File: src/rtl/lcd_ctrl_pkg.sv
// Shared definitions for the LCD controller: register bit map, FSM state
// encoding, command record and a small sizing helper.
// Optional build macro used by this slice: LCD_FIFO_EN (command FIFO).
package lcd_ctrl_pkg;

  localparam int LCD_ON_BIT   = 31;
  localparam int LCD_RS_BIT   = 10;
  localparam int LCD_RW_BIT   = 9;
  localparam int LCD_DATA_LSB = 0;

  typedef enum logic [2:0] {
    ST_IDLE  = 3'd0,
    ST_SETUP = 3'd1,
    ST_EN_HI = 3'd2,
    ST_HOLD  = 3'd3,
    ST_WAIT  = 3'd4
  } lcd_state_e;

  // One bus transfer as seen by the LCD pins.
  typedef struct packed {
    logic       rs;
    logic       rw;
    logic [7:0] data;
  } lcd_cmd_t;

  // Largest of four cycle counts, used to size the shared down-counter.
  function automatic int max4(input int a, input int b, input int c, input int d);
    int m;
    m = a;
    if (b > m) m = b;
    if (c > m) m = c;
    if (d > m) m = d;
    return m;
  endfunction

  // Pull the transfer fields out of the LSU-visible LCD register.
  function automatic lcd_cmd_t regToCmd(input logic [31:0] r);
    lcd_cmd_t c;
    c.rs   = r[LCD_RS_BIT];
    c.rw   = r[LCD_RW_BIT];
    c.data = r[LCD_DATA_LSB +: 8];
    return c;
  endfunction

endpackage

File: src/rtl/lcd_ctrl_fifo.sv
// Small synchronous command FIFO with count-based full/empty flags.
// A push while full is accepted only when a pop happens in the same cycle.
// Instantiated by lcd_ctrl only when LCD_FIFO_EN is defined.
module lcd_fifo #(
  parameter int DEPTH = 4,
  parameter int WIDTH = 10
) (
  input  logic             clk_i,
  input  logic             rst_ni,
  input  logic             push_i,
  input  logic [WIDTH-1:0] wdata_i,
  input  logic             pop_i,
  output logic [WIDTH-1:0] rdata_o,
  output logic             full_o,
  output logic             empty_o
);

  localparam int PTR_W = (DEPTH > 1) ? $clog2(DEPTH) : 1;
  localparam logic [PTR_W:0] FULL_CNT = (PTR_W + 1)'(DEPTH);

  logic [WIDTH-1:0] mem_q [DEPTH];
  logic [PTR_W-1:0] wrPtr_q, rdPtr_q;
  logic [PTR_W:0]   count_q;
  logic             doPush, doPop;

  assign full_o  = (count_q == FULL_CNT);
  assign empty_o = (count_q == '0);
  assign doPop   = pop_i && !empty_o;
  assign doPush  = push_i && (!full_o || doPop);
  assign rdata_o = mem_q[rdPtr_q];

  // Pointers and occupancy; pointers wrap naturally because DEPTH is a power of two.
  always_ff @(posedge clk_i or negedge rst_ni) begin
    if (!rst_ni) begin
      wrPtr_q <= '0;
      rdPtr_q <= '0;
      count_q <= '0;
    end else begin
      if (doPush) wrPtr_q <= wrPtr_q + 1'b1;
      if (doPop)  rdPtr_q <= rdPtr_q + 1'b1;
      case ({doPush, doPop})
        2'b10:   count_q <= count_q + 1'b1;
        2'b01:   count_q <= count_q - 1'b1;
        default: count_q <= count_q;
      endcase
    end
  end

  // Storage array; contents are don't-care while empty so it carries no reset.
  always_ff @(posedge clk_i) begin
    if (doPush) mem_q[wrPtr_q] <= wdata_i;
  end

endmodule

File: src/rtl/lcd_ctrl.sv
// HD44780-style LCD bus sequencer driven by single LSU stores.
// Each accepted command walks SETUP -> EN_HI -> HOLD -> WAIT on one shared
// down-counter; RS/RW/DATA are latched only when a transfer starts.
// Build macro LCD_FIFO_EN: buffer commands in lcd_fifo; otherwise only one
// command is held and strobes arriving outside IDLE are dropped.
module lcd_ctrl
  import lcd_ctrl_pkg::*;
#(
  parameter int T_SETUP_CYC = 4,
  parameter int T_EN_CYC    = 12,
  parameter int T_HOLD_CYC  = 4,
  parameter int T_WAIT_CYC  = 2000,
  parameter int FIFO_DEPTH  = 4
) (
  input  logic        i_clk,
  input  logic        i_rst_n,
  input  logic [31:0] i_lcd_reg,
  input  logic        i_lcd_vld,
  output logic        o_LCD_ON,
  output logic        o_LCD_RS,
  output logic        o_LCD_RW,
  output logic        o_LCD_EN,
  output logic [7:0]  o_LCD_DATA,
  output logic        o_busy,
  output logic        o_drop
);

  localparam int MAX_CYC = max4(T_SETUP_CYC, T_EN_CYC, T_HOLD_CYC, T_WAIT_CYC);
  localparam int CNT_W   = $clog2(MAX_CYC + 1);

  localparam logic [CNT_W-1:0] LD_SETUP = CNT_W'(T_SETUP_CYC - 1);
  localparam logic [CNT_W-1:0] LD_EN    = CNT_W'(T_EN_CYC - 1);
  localparam logic [CNT_W-1:0] LD_HOLD  = CNT_W'(T_HOLD_CYC - 1);
  localparam logic [CNT_W-1:0] LD_WAIT  = CNT_W'(T_WAIT_CYC - 1);

  lcd_state_e       state_q, state_d;
  logic [CNT_W-1:0] count_q, count_d;
  lcd_cmd_t         cmd_q, cmd_d;
  lcd_cmd_t         inCmd, cmdNext;
  logic             en_q, en_d;
  logic             lcdOn_q, drop_q;
  logic             startCmd, dropNow, bufNonEmpty;
  logic             unused_regBits;

  assign inCmd          = regToCmd(i_lcd_reg);
  assign unused_regBits = ^{i_lcd_reg[30:11], i_lcd_reg[8]};

`ifdef LCD_FIFO_EN
  logic                         fifoPush, fifoPop, fifoFull, fifoEmpty, bypass;
  logic [$bits(lcd_cmd_t)-1:0]  fifoHead;

  // An idle controller with nothing queued takes the strobe directly.
  assign bypass      = (state_q == ST_IDLE) && fifoEmpty && i_lcd_vld;
  assign fifoPop     = !fifoEmpty &&
                       ((state_q == ST_IDLE) || ((state_q == ST_WAIT) && (count_q == '0)));
  assign fifoPush    = i_lcd_vld && !bypass && (!fifoFull || fifoPop);
  assign dropNow     = i_lcd_vld && fifoFull && !fifoPop;
  assign startCmd    = bypass || fifoPop;
  assign cmdNext     = fifoPop ? lcd_cmd_t'(fifoHead) : inCmd;
  assign bufNonEmpty = !fifoEmpty;

  lcd_fifo #(
    .DEPTH (FIFO_DEPTH),
    .WIDTH ($bits(lcd_cmd_t))
  ) u_fifo (
    .clk_i   (i_clk),
    .rst_ni  (i_rst_n),
    .push_i  (fifoPush),
    .wdata_i (inCmd),
    .pop_i   (fifoPop),
    .rdata_o (fifoHead),
    .full_o  (fifoFull),
    .empty_o (fifoEmpty)
  );
`else
  logic unused_depth;

  assign unused_depth = (FIFO_DEPTH > 0);
  assign startCmd     = (state_q == ST_IDLE) && i_lcd_vld;
  assign dropNow      = i_lcd_vld && (state_q != ST_IDLE);
  assign cmdNext      = inCmd;
  assign bufNonEmpty  = 1'b0;
`endif

  // Next-state logic: one counter reloaded on every phase change, never below zero.
  always_comb begin
    state_d = state_q;
    count_d = (count_q != '0) ? count_q - 1'b1 : '0;
    cmd_d   = cmd_q;
    en_d    = en_q;
    case (state_q)
      ST_IDLE: begin
        if (startCmd) begin
          state_d = ST_SETUP;
          count_d = LD_SETUP;
          cmd_d   = cmdNext;
        end
      end
      ST_SETUP: begin
        if (count_q == '0) begin
          state_d = ST_EN_HI;
          count_d = LD_EN;
          en_d    = 1'b1;
        end
      end
      ST_EN_HI: begin
        if (count_q == '0) begin
          state_d = ST_HOLD;
          count_d = LD_HOLD;
          en_d    = 1'b0;
        end
      end
      ST_HOLD: begin
        if (count_q == '0) begin
          state_d = ST_WAIT;
          count_d = LD_WAIT;
        end
      end
      ST_WAIT: begin
        if (count_q == '0) begin
          if (startCmd) begin
            state_d = ST_SETUP;
            count_d = LD_SETUP;
            cmd_d   = cmdNext;
          end else begin
            state_d = ST_IDLE;
          end
        end
      end
      default: begin
        state_d = ST_IDLE;
        count_d = '0;
        en_d    = 1'b0;
      end
    endcase
  end

  // Sequencer registers plus registered backlight and drop pulse.
  always_ff @(posedge i_clk or negedge i_rst_n) begin
    if (!i_rst_n) begin
      state_q <= ST_IDLE;
      count_q <= '0;
      cmd_q   <= '0;
      en_q    <= 1'b0;
      lcdOn_q <= 1'b0;
      drop_q  <= 1'b0;
    end else begin
      state_q <= state_d;
      count_q <= count_d;
      cmd_q   <= cmd_d;
      en_q    <= en_d;
      lcdOn_q <= i_lcd_reg[LCD_ON_BIT];
      drop_q  <= dropNow;
    end
  end

  assign o_LCD_ON   = lcdOn_q;
  assign o_LCD_RS   = cmd_q.rs;
  assign o_LCD_RW   = cmd_q.rw;
  assign o_LCD_DATA = cmd_q.data;
  assign o_LCD_EN   = en_q;
  assign o_busy     = (state_q != ST_IDLE) || bufNonEmpty;
  assign o_drop     = drop_q;

endmodule

File: config.mk
export PLATFORM = sky130hd
export DESIGN_NAME = lcd_ctrl
export DESIGN_NICKNAME = d
export VERILOG_FILES = /design/src/rtl/lcd_ctrl_pkg.sv /design/src/rtl/lcd_ctrl_fifo.sv /design/src/rtl/lcd_ctrl.sv
export SDC_FILE = /design/constraint.sdc
export NUM_CORES = 1
export LEC_CHECK = 0
export ABC_CLOCK_PERIOD_IN_PS = 1960
export CAP_MARGIN = 20
export CORE_AREA = 2 2 73 54
export CTS_CLUSTER_DIAMETER = 120
export DETAILED_ROUTE_END_ITERATION = 16
export DIE_AREA = 0 0 75 56
export PLACE_DENSITY = 0.75
export SYNTH_ARGS = -nofsm -noshare
export SYNTH_HDL_FRONTEND = slang
export SYNTH_SLANG_ARGS = --single-unit
File: constraint.sdc
create_clock -name i_clk -period 1.96 [get_ports i_clk]
set_clock_uncertainty 0.2 [all_clocks]
set_input_delay 0.49 -clock i_clk [delete_from_list [all_inputs] [get_ports i_clk]]
set_output_delay 0.49 -clock i_clk [all_outputs]
set_load 0.01 [all_outputs]
==> results.toml <==
[placement]
finalWeightedCongestion = 0.8869
hpwl_microns = 2538
port_buffers = 27
place_area_sq_um = 1847

[synth]
synth_cells = 143
ys_async_sr_fraction_pct = 100.0
syn_area_sq_um = 1365
synth.ff_latch_count = 27
avgSynthCellArea_sq_um = 9.546
ys.flop_type = "dfrtp_1"
ys_types = 38
yosysMostFrequentCell = "nand2_1"
ys_top_cells_by_area = "dfrtp_1 49%, nand2_1 9.9%, o21ai_0 3.7%"
syn-num-nets = 180
synth_top_area_share_pct = 49.50
synth.yosys.warnings = 0
synth_edf_count = 0
ys_seq_area_share_pct = 49.50
synth_area_leader_cell = "dfrtp_1"
netlist_top_cells_count = "36 x nand2_1, 27 x dfrtp_1, 10 x o21ai_0, 9 x nor2_1, 6 x a21oi_1"

[sta]
setup_violations = 3
max_freq_ghz = 0.5070
setup_ws_ns = -0.01254
worst_pin_slew_ns = 0.4011
min_period_over_period_pct = 100.6
rsz0062_at_grt = "true"
drv_slew = 0
min_period_ns = 1.973
hold_viol = 0
slew_headroom_pct = 73.05

[setup_path]
arrival_ns = 1.97
crit_slowest_cell = "or4_4"
rr_worst_depth = 5
path_class = "reg -> reg"
crit_fanout = 5
critPathCaptureType = "register"
crit_chain = "or4_4 > nor3_4 > buf_4 > nand3_4 > a21oi_2"
worstSetupStartpointType = "register"
cp.depth = 5
required_ns = 1.96
critical_path_buf_inv_count = 1
r2r_setup_slack_ns = -0.01
critPathTopFamily = "simple AND/OR/NAND/NOR gates"
max_stage_delay_ns = 0.58

[detailed_routing]
wl_per_cell_microns = 13.80
vias_per_cell = 5.012
wl_microns = 3396
antenna_left = 0
drtIter0Drc = 30
drc_errors = 0
vias = 1233
firstDrtPassIters = 4

[clocking]
cts.path.max_buffers = 2
clkSinkCount = 27
cts_buffers = 3
clk_pin_slew_worst_paths_ns = 0.10
cts_root_buffer = "clkbuf_8"
h-tree-depth = 1
cts_tree = "done"
clock_latency_ns = 0.28

[hold_path]
hold_class = "reg -> reg"
hold_depth = 2

[finish]
register_area_sq_um = 675.6
multi_input_area_sq_um = 710.7
design_area_sq_um = 1966
fin_nets = 234
antenna_cells = 0
areaGrowthSynthToFinish_pct = 44.00
fillers = 321
drive_gt1_share_pct = 25.51
fin_util_pct = 57.04

[global_routing]
first_global_vias = 1180
grt_max_degree = 28
grt_use_total_pct = 17.60
grt_pass1_wl_microns = 5589
antenna_found_initial = 0
grt-ovfl-total = 0

[pwr]
p_per_area_nw_per_um2 = 1327
p_leak_nw = 0.8668
ir_worst_vdd_mv = 0.5719

[run_status]
violations = "setup timing"
status = "finished with violations"

[floorplan]
die_y_microns = 56
die_area_sq_um = 4200
core_sq_um = 3446
start_util_pct = 39.62
io_pins = 49
dieWidth_microns = 75
num_rows = 18

[job]
drv_cap = 0
## where the power goes
part | internal [W] | switching [W] | total (W)
combinational | 0.000702 | 0.000670 | 0.00137
clock | 0.000146 | 0.000170 | 0.000316
sequential | 0.000789 | 0.000133 | 0.000921
## final cells by class
type                            count  area share, %
Inverter                            3         0.5729
Clock buffer                        4          2.292
Timing Repair Buffer               53          23.42
Multi-Input combinational cell    109          36.16
Tap cell                           50          3.183
Sequential cell                    27          34.37
## timing repair
action                                  CTS  global route
resized for setup                         6             9
hold buffers                              0             0
endpoints found under the hold margin     0             0
buffers inserted                          0             4
pin swaps                                 0             5
endpoints found under the setup margin    4            12
## through the flow
stage / std cells / TNS (ns) / setup slack (ns) / hold slack, ns / total power [W]
floorplan: 143 / 0 / 0.05919 / -0.005591 / 0.001588
global placement: 238 / -0.08054 / -0.01106 / 0.2568 / 0.002128
detailed placement: 238 / -0.3254 / -0.05284 / 0.2616 / 0.002201
CTS: 242 / 0 / 0.01140 / 0.2825 / 0.002526
global route: 246 / -0.2835 / -0.05392 / 0.3141 / 0.002798
finish: 246 / -0.02017 / -0.01254 / 0.2823 / 0.002609
## registers in the layout (all words and copies together) (netlist names)
| name | count |
|---|---|
| count_q | 11 |
| o_LCD_DATA | 8 |
| o_LCD_EN | 1 |
| o_LCD_ON | 1 |
| o_LCD_RS | 1 |
| o_LCD_RW | 1 |
| o_drop | 1 |
| state_q | 3 |
## cells in the final DEF, fill, tap and decap left out, types with 3 or more instances in the layout
cell type	instances
nor2_1	9
nand2_1	36
o21ai_0	9
xor2_1	5
clkdlybuf4s50_1	26
a21oi_1	3
clkbuf_8	3
dfrtp_1	27
buf_4	26
a21oi_2	4
inv_1	3
nor2b_1	4
## cell families (layout without fill, tap and decap cells)
logic type / Yosys count / count (layout) / synth area share, %
DFF: 27 / 27 / 49.50
xor gates and xnor gates: 7 / 7 / 4.491
AOI/OAI and AO/OA: 27 / 27 / 12.19
buffers and inverters: 7 / 60 / 2.016
and+or+nand+nor: 73 / 73 / 29.97
adders and majority gates: 2 / 2 / 1.833
## path summary, 6_finish.rpt
path,end,startpoint
min in group asynchronous,o_LCD_ON,i_rst_n
worst min register to register,o_LCD_DATA[3],o_LCD_DATA[3]
worst min-delay path,o_LCD_DATA[3],o_LCD_DATA[3]
worst max register to register,count_q[6],count_q[5]
worst max-delay path,count_q[6],count_q[5]
max in group asynchronous,count_q[0],i_rst_n
## worst register-to-register path, delay by kind of cell, from the launching register on
kind                   cells  cell delay, ns
AO/OA/AOI/OAI              1            0.16
buffers and inverters      1            0.17
flip-flops                 1            0.39
AND/OR/NAND/NOR            3            0.98
## metal layers
| metal | global-route usage, % | share of wire, % | vias up |
|---|---|---|---|
| li1 | - | - | 603 |
| met1 | 23.89 | 46 | 591 |
| met5 | 0 | 0 | - |
| met4 | 4.847 | 1.1 | 0 |
| met2 | 27.57 | 48 | 35 |
| met3 | 4.529 | 4.9 | 4 |
No activity file was read; power rests on OpenSTA's default activity.
